==> config.mk <==
export PLATFORM = sky130hd
export DESIGN_NAME = brief_rotation_sequencer
export DESIGN_NICKNAME = d
export VERILOG_FILES = /design/src/rtl/orb_rot_pkg.sv /design/src/rtl/rot_mult4.sv /design/src/rtl/brief_rotation_sequencer.sv
export SDC_FILE = /design/constraint.sdc
export NUM_CORES = 1
export LEC_CHECK = 0
export CAP_MARGIN = 20
export CORE_ASPECT_RATIO = 1.5
export CORE_MARGIN = 3
export CORE_UTILIZATION = 59
export DETAILED_ROUTE_END_ITERATION = 6
export GPL_TIMING_DRIVEN = 0
export PLACE_DENSITY = 0.82
export SYNTH_ARGS = -nofsm -noshare
export SYNTH_HDL_FRONTEND = slang
export SYNTH_SLANG_ARGS = --single-unit
==> constraint.sdc <==
create_clock -name clk -period 4.8 [get_ports clk]
set_clock_uncertainty 0.05 [all_clocks]
set_input_delay 0.48 -clock clk [delete_from_list [all_inputs] [get_ports clk]]
set_output_delay 0.48 -clock clk [all_outputs]
set_load 0.01 [all_outputs]
==> src/rtl/orb_rot_pkg.sv <==
// rtl/orb_rot_pkg.sv - shared widths, FSM state type and output shift for the rotation sequencer
package orb_rot_pkg;

    localparam int BW_PAT     = 6;    // signed pattern coordinate width
    localparam int BW_TRIG    = 8;    // signed cos/sin width, Q1.6
    localparam int FRAC_TRIG  = 6;    // fraction bits of cos/sin
    localparam int BW_XCOS    = 9;    // product width: 6 integer bits + 3 fraction bits
    localparam int NUM_POINTS = 512;  // pattern points per keypoint

    // Right shift taking the full product (FRAC_TRIG fraction bits) down to
    // the BW_XCOS-6 fraction bits the add/subtract stage expects.
    localparam int OUT_SHIFT = FRAC_TRIG - (BW_XCOS - 6);

    typedef enum logic [1:0] {
        IDLE  = 2'd0,
        RUN   = 2'd1,
        DRAIN = 2'd2
    } rot_state_e;

endpackage

==> src/rtl/rot_mult4.sv <==
// rtl/rot_mult4.sv - four signed coordinate x trig products with floor shift, registered under adv
//
// Ports:
//   clk, rst          clock, asynchronous active-high reset
//   adv               pipeline advance; registers hold while low
//   cos_val, sin_val  latched keypoint cos/sin (Q1.6)
//   coord_x, coord_y  pattern point from the ROM
//   x11, x12          x*cos, x*sin
//   y11, y12          y*cos, y*sin
module rot_mult4 import orb_rot_pkg::*; #(
    parameter int BW_PAT  = orb_rot_pkg::BW_PAT,
    parameter int BW_TRIG = orb_rot_pkg::BW_TRIG,
    parameter int BW_XCOS = orb_rot_pkg::BW_XCOS,
    parameter int SHIFT   = orb_rot_pkg::OUT_SHIFT
) (
    input  logic                       clk,
    input  logic                       rst,
    input  logic                       adv,
    input  logic signed [BW_TRIG-1:0]  cos_val,
    input  logic signed [BW_TRIG-1:0]  sin_val,
    input  logic signed [BW_PAT-1:0]   coord_x,
    input  logic signed [BW_PAT-1:0]   coord_y,
    output logic signed [BW_XCOS-1:0]  x11,
    output logic signed [BW_XCOS-1:0]  x12,
    output logic signed [BW_XCOS-1:0]  y11,
    output logic signed [BW_XCOS-1:0]  y12
);

    localparam int PW = BW_PAT + BW_TRIG;

    // Arithmetic shift of a signed product floors toward -inf; the value is
    // bounded by |coord|<=15, |trig|<=1.0 so truncation never wraps.
    function automatic logic signed [BW_XCOS-1:0] rot_scale(
        input logic signed [BW_PAT-1:0]  c,
        input logic signed [BW_TRIG-1:0] t
    );
        logic signed [PW-1:0] p;
        p = PW'(c) * PW'(t);
        return BW_XCOS'(p >>> SHIFT);
    endfunction

    logic signed [BW_XCOS-1:0] x11_d, x11_q;
    logic signed [BW_XCOS-1:0] x12_d, x12_q;
    logic signed [BW_XCOS-1:0] y11_d, y11_q;
    logic signed [BW_XCOS-1:0] y12_d, y12_q;

    always_comb begin
        x11_d = x11_q;
        x12_d = x12_q;
        y11_d = y11_q;
        y12_d = y12_q;
        if (adv) begin
            x11_d = rot_scale(coord_x, cos_val);
            x12_d = rot_scale(coord_x, sin_val);
            y11_d = rot_scale(coord_y, cos_val);
            y12_d = rot_scale(coord_y, sin_val);
        end
    end

    always_ff @(posedge clk or posedge rst) begin
        if (rst) begin
            x11_q <= '0;
            x12_q <= '0;
            y11_q <= '0;
            y12_q <= '0;
        end else begin
            x11_q <= x11_d;
            x12_q <= x12_d;
            y11_q <= y11_d;
            y12_q <= y12_d;
        end
    end

    assign x11 = x11_q;
    assign x12 = x12_q;
    assign y11 = y11_q;
    assign y12 = y12_q;

endmodule

==> src/rtl/brief_rotation_sequencer.sv <==
// rtl/brief_rotation_sequencer.sv - walks the BRIEF pattern ROM and streams rotation products per point
//
// Ports:
//   clk, rst                  clock, asynchronous active-high reset
//   start                     one-cycle run request, honoured only in IDLE
//   cos_in, sin_in            keypoint orientation, latched with an accepted start
//   pattern_addr, pattern_en  synchronous ROM read port
//   pattern_x, pattern_y      ROM data, valid one cycle after an enabled read
//   x11, x12, y11, y12        x*cos, x*sin, y*cos, y*sin
//   point_idx                 point index carried by the output bus
//   out_valid, out_ready      output handshake
//   busy                      run in progress
//   done                      pulse after the last point is accepted
module brief_rotation_sequencer import orb_rot_pkg::*; #(
    parameter int BW_PAT     = orb_rot_pkg::BW_PAT,
    parameter int BW_TRIG    = orb_rot_pkg::BW_TRIG,
    parameter int FRAC_TRIG  = orb_rot_pkg::FRAC_TRIG,
    parameter int BW_XCOS    = orb_rot_pkg::BW_XCOS,
    parameter int NUM_POINTS = orb_rot_pkg::NUM_POINTS,
    parameter int BW_ADDR    = $clog2(NUM_POINTS)
) (
    input  logic                       clk,
    input  logic                       rst,
    input  logic                       start,
    input  logic signed [BW_TRIG-1:0]  cos_in,
    input  logic signed [BW_TRIG-1:0]  sin_in,
    output logic [BW_ADDR-1:0]         pattern_addr,
    output logic                       pattern_en,
    input  logic signed [BW_PAT-1:0]   pattern_x,
    input  logic signed [BW_PAT-1:0]   pattern_y,
    output logic signed [BW_XCOS-1:0]  x11,
    output logic signed [BW_XCOS-1:0]  x12,
    output logic signed [BW_XCOS-1:0]  y11,
    output logic signed [BW_XCOS-1:0]  y12,
    output logic [BW_ADDR-1:0]         point_idx,
    output logic                       out_valid,
    input  logic                       out_ready,
    output logic                       busy,
    output logic                       done
);

    localparam logic [BW_ADDR-1:0] LAST_IDX = BW_ADDR'(NUM_POINTS - 1);

    rot_state_e                state_d, state_q;
    logic signed [BW_TRIG-1:0] cos_d, cos_q;
    logic signed [BW_TRIG-1:0] sin_d, sin_q;
    logic [BW_ADDR-1:0]        addr_d, addr_q;
    logic                      rom_vld_d, rom_vld_q;   // ROM output holds a requested point
    logic [BW_ADDR-1:0]        rom_idx_d, rom_idx_q;   // index of that point
    logic                      out_valid_d, out_valid_q;
    logic [BW_ADDR-1:0]        point_idx_d, point_idx_q;
    logic                      busy_d, busy_q;
    logic                      done_d, done_q;

    logic adv;
    logic rd_en;
    logic start_ok;
    logic last_acc;

    // Whole pipeline moves together: it advances whenever the output slot is
    // empty or being consumed, so a stall freezes ROM, products and index.
    assign adv   = !out_valid_q || out_ready;
    assign rd_en = adv && (state_q == RUN);

    // done_q is high only in the IDLE cycle right after a run; a start there
    // would overlap the completion pulse and is dropped.
    assign start_ok = start && (state_q == IDLE) && !done_q;
    assign last_acc = out_valid_q && out_ready && (point_idx_q == LAST_IDX);

    always_comb begin
        state_d     = state_q;
        cos_d       = cos_q;
        sin_d       = sin_q;
        addr_d      = addr_q;
        rom_vld_d   = rom_vld_q;
        rom_idx_d   = rom_idx_q;
        out_valid_d = out_valid_q;
        point_idx_d = point_idx_q;
        done_d      = 1'b0;

        case (state_q)
            IDLE: begin
                if (start_ok) begin
                    cos_d   = cos_in;
                    sin_d   = sin_in;
                    addr_d  = '0;
                    state_d = RUN;
                end
            end
            RUN: begin
                if (rd_en) begin
                    if (addr_q == LAST_IDX) begin
                        state_d = DRAIN;
                    end else begin
                        addr_d = addr_q + BW_ADDR'(1);
                    end
                end
            end
            DRAIN: begin
                if (last_acc) begin
                    state_d = IDLE;
                    done_d  = 1'b1;
                end
            end
            default: state_d = IDLE;
        endcase

        if (adv) begin
            rom_vld_d   = rd_en;
            rom_idx_d   = addr_q;
            out_valid_d = rom_vld_q;
            point_idx_d = rom_idx_q;
        end

        busy_d = (state_d != IDLE);
    end

    always_ff @(posedge clk or posedge rst) begin
        if (rst) begin
            state_q     <= IDLE;
            cos_q       <= '0;
            sin_q       <= '0;
            addr_q      <= '0;
            rom_vld_q   <= 1'b0;
            rom_idx_q   <= '0;
            out_valid_q <= 1'b0;
            point_idx_q <= '0;
            busy_q      <= 1'b0;
            done_q      <= 1'b0;
        end else begin
            state_q     <= state_d;
            cos_q       <= cos_d;
            sin_q       <= sin_d;
            addr_q      <= addr_d;
            rom_vld_q   <= rom_vld_d;
            rom_idx_q   <= rom_idx_d;
            out_valid_q <= out_valid_d;
            point_idx_q <= point_idx_d;
            busy_q      <= busy_d;
            done_q      <= done_d;
        end
    end

    rot_mult4 #(
        .BW_PAT  (BW_PAT),
        .BW_TRIG (BW_TRIG),
        .BW_XCOS (BW_XCOS),
        .SHIFT   (FRAC_TRIG - (BW_XCOS - 6))
    ) u_mult (
        .clk     (clk),
        .rst     (rst),
        .adv     (adv),
        .cos_val (cos_q),
        .sin_val (sin_q),
        .coord_x (pattern_x),
        .coord_y (pattern_y),
        .x11     (x11),
        .x12     (x12),
        .y11     (y11),
        .y12     (y12)
    );

    assign pattern_addr = addr_q;
    assign pattern_en   = rd_en;
    assign point_idx    = point_idx_q;
    assign out_valid    = out_valid_q;
    assign busy         = busy_q;
    assign done         = done_q;

endmodule

# Word-level counts from Yosys, hierarchy flattened
# Cells that the tools add are included.
op_classes:
  reduce_logical: 13
  n_mux: 11
  eq_ne: 7
  add_sub_neg: 1
  mul: 4
op_table:
  columns: ["op", "n"]
  rows:
  - ["$mul 6x8->12", 4]
  - ["$mux 9", 3]
  - ["$eq 9x9->1 const B", 2]
  - ["$pmux 9 s2", 1]
  - ["$add 9x1->9 const B", 1]
  - ["$mux 2", 4]
  - ["$ne 2x2->1 const B", 3]
  - ["$pmux 2 s3", 1]
  - ["$logic_and 1x1->1", 5]
  - ["$reduce_and 4->1", 1]
  - ["$reduce_bool 2->1", 2]
  - ["$eq 2x1->1 const B", 1]
  - ["$eq 2x2->1 const B", 1]
  - ["$logic_not 1->1", 2]
  - ["$logic_not 2->1", 1]
  - ["$mux 1", 2]
  - ["$reduce_and 2->1", 1]
  - ["$logic_or 1x1->1", 1]
totals:
  input_bits: 32
  out_inout_bits: 58
  wordCells: 50
  regBits: 85

# Depth between registers and ports, before layout
logic_depth:
  ltp_word: 6
  mapped_depth: 17
  ltp_nobuf: 16

# By module
# From an unflattened synthesis, not the netlist that was laid out.
hier_totals:
  hier_cells: 884
  area_unflattened_um2: 8917.3
modules_own_cells:
  columns: ["module", "cells_each", "n_inst", "area_each_um2"]
  rows:
  - ["rot_mult4", 709, 1, 6882.9]
  - ["brief_rotation_sequencer", 175, 1, 2034.5]

# Worst setup path before layout
# No wires, ideal clock.
synth_timing:
  path_kind: "input to register"
  from: "in pattern_y[5]"
  to: "reg u_mult.y12_q[7] (netlist: u_mult.y12[7])"
  n_path_buf: 1
  t_required_ps: 4614
  setup_slack_ps: 445
  t_arrival_ps: 4169
  path_stages: 14
  path_cell_list: "clkbuf_1 -> nand2b_1 -> fa_1 -> fa_1 -> fa_1 -> inv_1 -> fa_1 -> fa_1 -> a21o_1 -> a21oi_1 -> o21bai_1 -> a21oi_1 -> xor2_1 -> o21ai_0"
synth_via:
  elab_chain_cells: 1
synth_rtl:
  columns: ["item", "line_no", "text"]
  rows:
  - ["from (decl)", "brief_rotation_sequencer.sv:30", "input logic signed [BW_PAT-1:0] pattern_y,"]
  - ["$mul 6x8->12", "rot_mult4.sv:38", "p = PW'(c) * PW'(t);"]
  - ["to (signal assigned)", "rot_mult4.sv:70", "y12_q <= y12_d;"]
  - ["to (decl)", "rot_mult4.sv:45", "logic signed [BW_XCOS-1:0] y12_d, y12_q;"]
# Every way passes these cells.
# A chain may end at the register's enable or synchronous reset.

# Worst setup path after layout
layout_timing:
  from: "in pattern_y[3]"
  to: "reg u_mult.y12_q[7] (netlist: u_mult.y12[7])"
# Same word-level chain as after synthesis.

==> impl_metrics.tcl <==
set metrics [dict create \
    cts.sinks 85 \
    ir_drop_uv 365.4 \
    die_h_um 155.3 \
    yosysTopAreaCell "fa_1" \
    fmax_mhz 216.7 \
    numPortBuffers 89 \
    worstMarginPinSlew_ns 0.9068 \
    path_clk_slew_ns 0.07 \
    critPathBufInv 3 \
    ctsLongestPathBuffers 2 \
    path_cells "dlygate4sd2_1 -> buf_2 -> nand2_1 -> fa_1 -> fa_1 -> fa_1 -> inv_1 -> fa_1 -> fa_1 -> a21o_1 -> a21oi_1 -> o21bai_1 -> a21oi_1 -> xor2_1 -> o21ai_0" \
    vias 6615 \
    grt_max_degree 70 \
    top_level_ports 90 \
    layout-drive-gt1-share_pct 6.157 \
    wirelength_um 21420 \
    worstSetupPathType "in -> reg" \
    dr.pass1.iters 5 \
    syn_avg_cell_area_um2 9.650 \
    cpPeakStageDelay_ns 0.55 \
    drcViolationCount 0 \
    seqPwrFrac_pct 30.2 \
    synth_warnings 0 \
    p_total_mw 3.633 \
    setup_viol 0 \
    p_sw_share_pct 39.51 \
    hold_class "in -> async" \
    yosys.cell_types.count 42 \
    cellLeakagePower_nw 5.002 \
    cts_tree "built" \
    cp-start-kind "input pin" \
    required_ns 4.97 \
    die_w_um 105.6 \
    synth_top_area_share_pct 26.47 \
    fin_ws_ns 0.1863 \
    finalMaxSlewViolations 0 \
    fin_nets 1224 \
    max_slew_margin_pct 39.55 \
    p_int_mw 2.198 \
    cp_common_cell "fa_1" \
    die-area_mm2 0.01640 \
    drv_cap 0 \
    ys_seq_area_share_pct 24.25 \
    coreArea_mm2 0.01453 \
    cpMaxStageDelayCell "fa_1" \
    first_global_vias 7213 \
    synth_area_leaders "fa_1 (26%), dfrtp_1 (24%), ha_1 (11%)" \
    grt_first_pass_wirelength_um 35450 \
    post-place-ws_ns -0.7481 \
    routedWlPerCell_um 17.81 \
    postCtsSetupBuffers 0 \
    endpoint_kind "register" \
    ant_nets 0 \
    synth_nets 1131 \
    p_per_area_mw_per_mm2 354.1 \
    track_usage_pct 27.85 \
    path_delay_family "adder cells" \
    period_share_pct 96.12 \
    min_period_ns 4.614 \
    synth-seq-cells 85 \
    clockRootBuffer "clkbuf_16" \
    power_switching_mw 1.435 \
    synth_cells 909 \
    cp_data_arrival_time_ns 4.78 \
    avgViaCountPerCell 5.499 \
    antenna_found_initial 0 \
    detailed_place_hpwl_um 16930 \
    initial_core_util_pct 60.39 \
    critPathMaxFanout 10 \
    syn2layout_area_growth_pct 16.94 \
    grt-ovfl-total 0 \
    n_antenna_cell 0 \
    synthesis.area_mm2 0.008772 \
    outcome "finished clean" \
    gp_congestion 0.8678 \
    htreeDepth 3 \
    clk-insertion-delay-late_ns 0.36 \
    finalHoldViolCount 0 \
    hold_buffers 0 \
    placementRows 54 \
    p_comb_share_pct 50.5 \
    rsz0062_at_grt "false" \
    p_clk_share_pct 19.3 \
    drt_iter0_markers 278 \
    cts_made_buffers 9 \
]
## synthesized netlist by cell type
| cell | n |
|---|---|
| inv_1 | 99 |
| ha_1 | 74 |
| nand3_1 | 11 |
| nor2_1 | 24 |
| nand4_1 | 4 |
| o2111ai_2 | 1 |
| and2_1 | 104 |
| o21ba_2 | 2 |
| nand3b_1 | 1 |
| o21ai_0 | 22 |
| clkbuf_1 | 37 |
| or3b_2 | 1 |
| and4_1 | 2 |
| buf_6 | 1 |
| nor3_4 | 1 |
| a31oi_1 | 1 |
| buf_2 | 2 |
| or2_2 | 1 |
| nor3b_1 | 2 |
| and3_1 | 2 |
| a41o_1 | 1 |
| o21bai_1 | 3 |
| mux2i_1 | 2 |
| mux2_2 | 17 |
| nand2b_1 | 13 |
| xor2_1 | 22 |
| a21oi_1 | 31 |
| dfrtp_1 | 85 |
| nor3_1 | 2 |
| xnor2_1 | 32 |
| nand4b_1 | 2 |
| o311ai_0 | 2 |
| nand2_1 | 152 |
| a21o_1 | 6 |
| fa_1 | 116 |
| or3_1 | 2 |
| a21boi_0 | 1 |
| and3b_1 | 1 |
| o31ai_1 | 2 |
| buf_1 | 3 |
| nor4b_1 | 1 |
| nor2b_1 | 21 |
## power groups by stage
stage / Sequential (mW) / Combinational, mW / Clock (mW)
after floorplan: 1.15 / 1.04 / 0
after global placement: 1.09 / 1.78 / 0
after detailed placement: 1.10 / 1.83 / 0
after CTS: 1.09 / 1.86 / 0.711
after global routing: 1.12 / 2.05 / 0.741
final: 1.10 / 1.83 / 0.702
## metrics by stage
stage / TNS, ns / hold slack [ns] / util (%) / area [um^2] / cells
2_1_floorplan: 0 / 0.3854 / - / 8772 / 909
3_3_place_gp: -5.144 / 0.3981 / 68.21 / 9908 / 1194
3_5_place_dp: -6.026 / 0.4064 / 68.42 / 9938 / 1195
4_1_cts: 0 / 0.3687 / 70.65 / 10260 / 1211
5_1_grt: 0 / 0.3840 / 70.62 / 10260 / 1203
6_report: 0 / 0.3664 / 70.62 / 10260 / 1203
## layout by cell type (no fill, tap or decap), drive strengths merged, types with 2 or more instances in the layout
cell type and n:
nand2 152, fa 116, and2 104, inv 102, dfrtp 85, clkdlybuf4s50 78, ha 74, clkbuf 36
xnor2 32, a21oi 31, nor2 24, xor2 22, o21ai 22, nor2b 21, mux2 17, nand2b 13
nand3 11, buf 11, a21o 6, dlymetal6s2s 5, nand4 4, dlygate4sd2 4, o21bai 3, nor3 3
clkinv 3, o21ba 2, nand4b 2, nor3b 2, o31ai 2, and4 2, and3 2, mux2i 2
or3 2, o311ai 2
## state kept, by name (all words and copies together), names as in the netlist, 2 cells and up
name          cells
pattern_addr      9
point_idx         9
rom_idx_q         9
u_mult.x11        9
u_mult.x12        9
u_mult.y11        9
u_mult.y12        9
cos_q             8
sin_q             8
state_q           2
## kinds of logic (layout without fill, tap and decap cells)
kind of cell	Yosys count	in the layout	synth area share [%]
AOI/OAI and AO/OA	72	72	4.835
buffers and inverters	142	240	6.190
muxes	19	19	2.410
DFF	85	85	24.25
xor gates and xnor gates	54	54	5.391
adders and majority gates	190	190	37.03
and+or+nand+nor	347	347	19.90
## final cells by class
cell class | instances | area, um^2
sequential | 85 | 2127
inverter | 99 | 374.1
buffer | 35 | 188.9
multi-input combinational | 682 | 6113
clock buffer | 9 | 225.2
fill | 1101 | 4268
clock inverter | 7 | 68.82
timing repair buffer | 90 | 915.9
tap | 196 | 245.2
## layer usage
metal	track usage, %	up-vias	routed length, um
li1	-	3021	-
met1	31.39	3352	8002
met2	50.18	191	11480
met3	5.604	51	1129
met4	13.33	0	808
met5	0	-	0
## repair_timing
item,4_1_cts,5_1_grt
setup endpoints to repair,7,8
pin swaps,1,3
gates resized for setup,28,27
## path summary, 6_finish.rpt
check	from	to	slack [ns]	cells after the start
max in group asynchronous	rst	u_mult.x12[4]	3.69	3
worst min-delay path	rst	busy	0.37	2
worst min register to register	rom_idx_q[4]	rom_idx_q[4]	0.42	2
worst max register to register	sin_q[3]	u_mult.y12[7]	0.24	14
min in group clk	rom_idx_q[4]	rom_idx_q[4]	0.42	2
worst max-delay path	pattern_y[3]	u_mult.y12[7]	0.19	15
No activity file was read; power rests on OpenSTA's default activity.
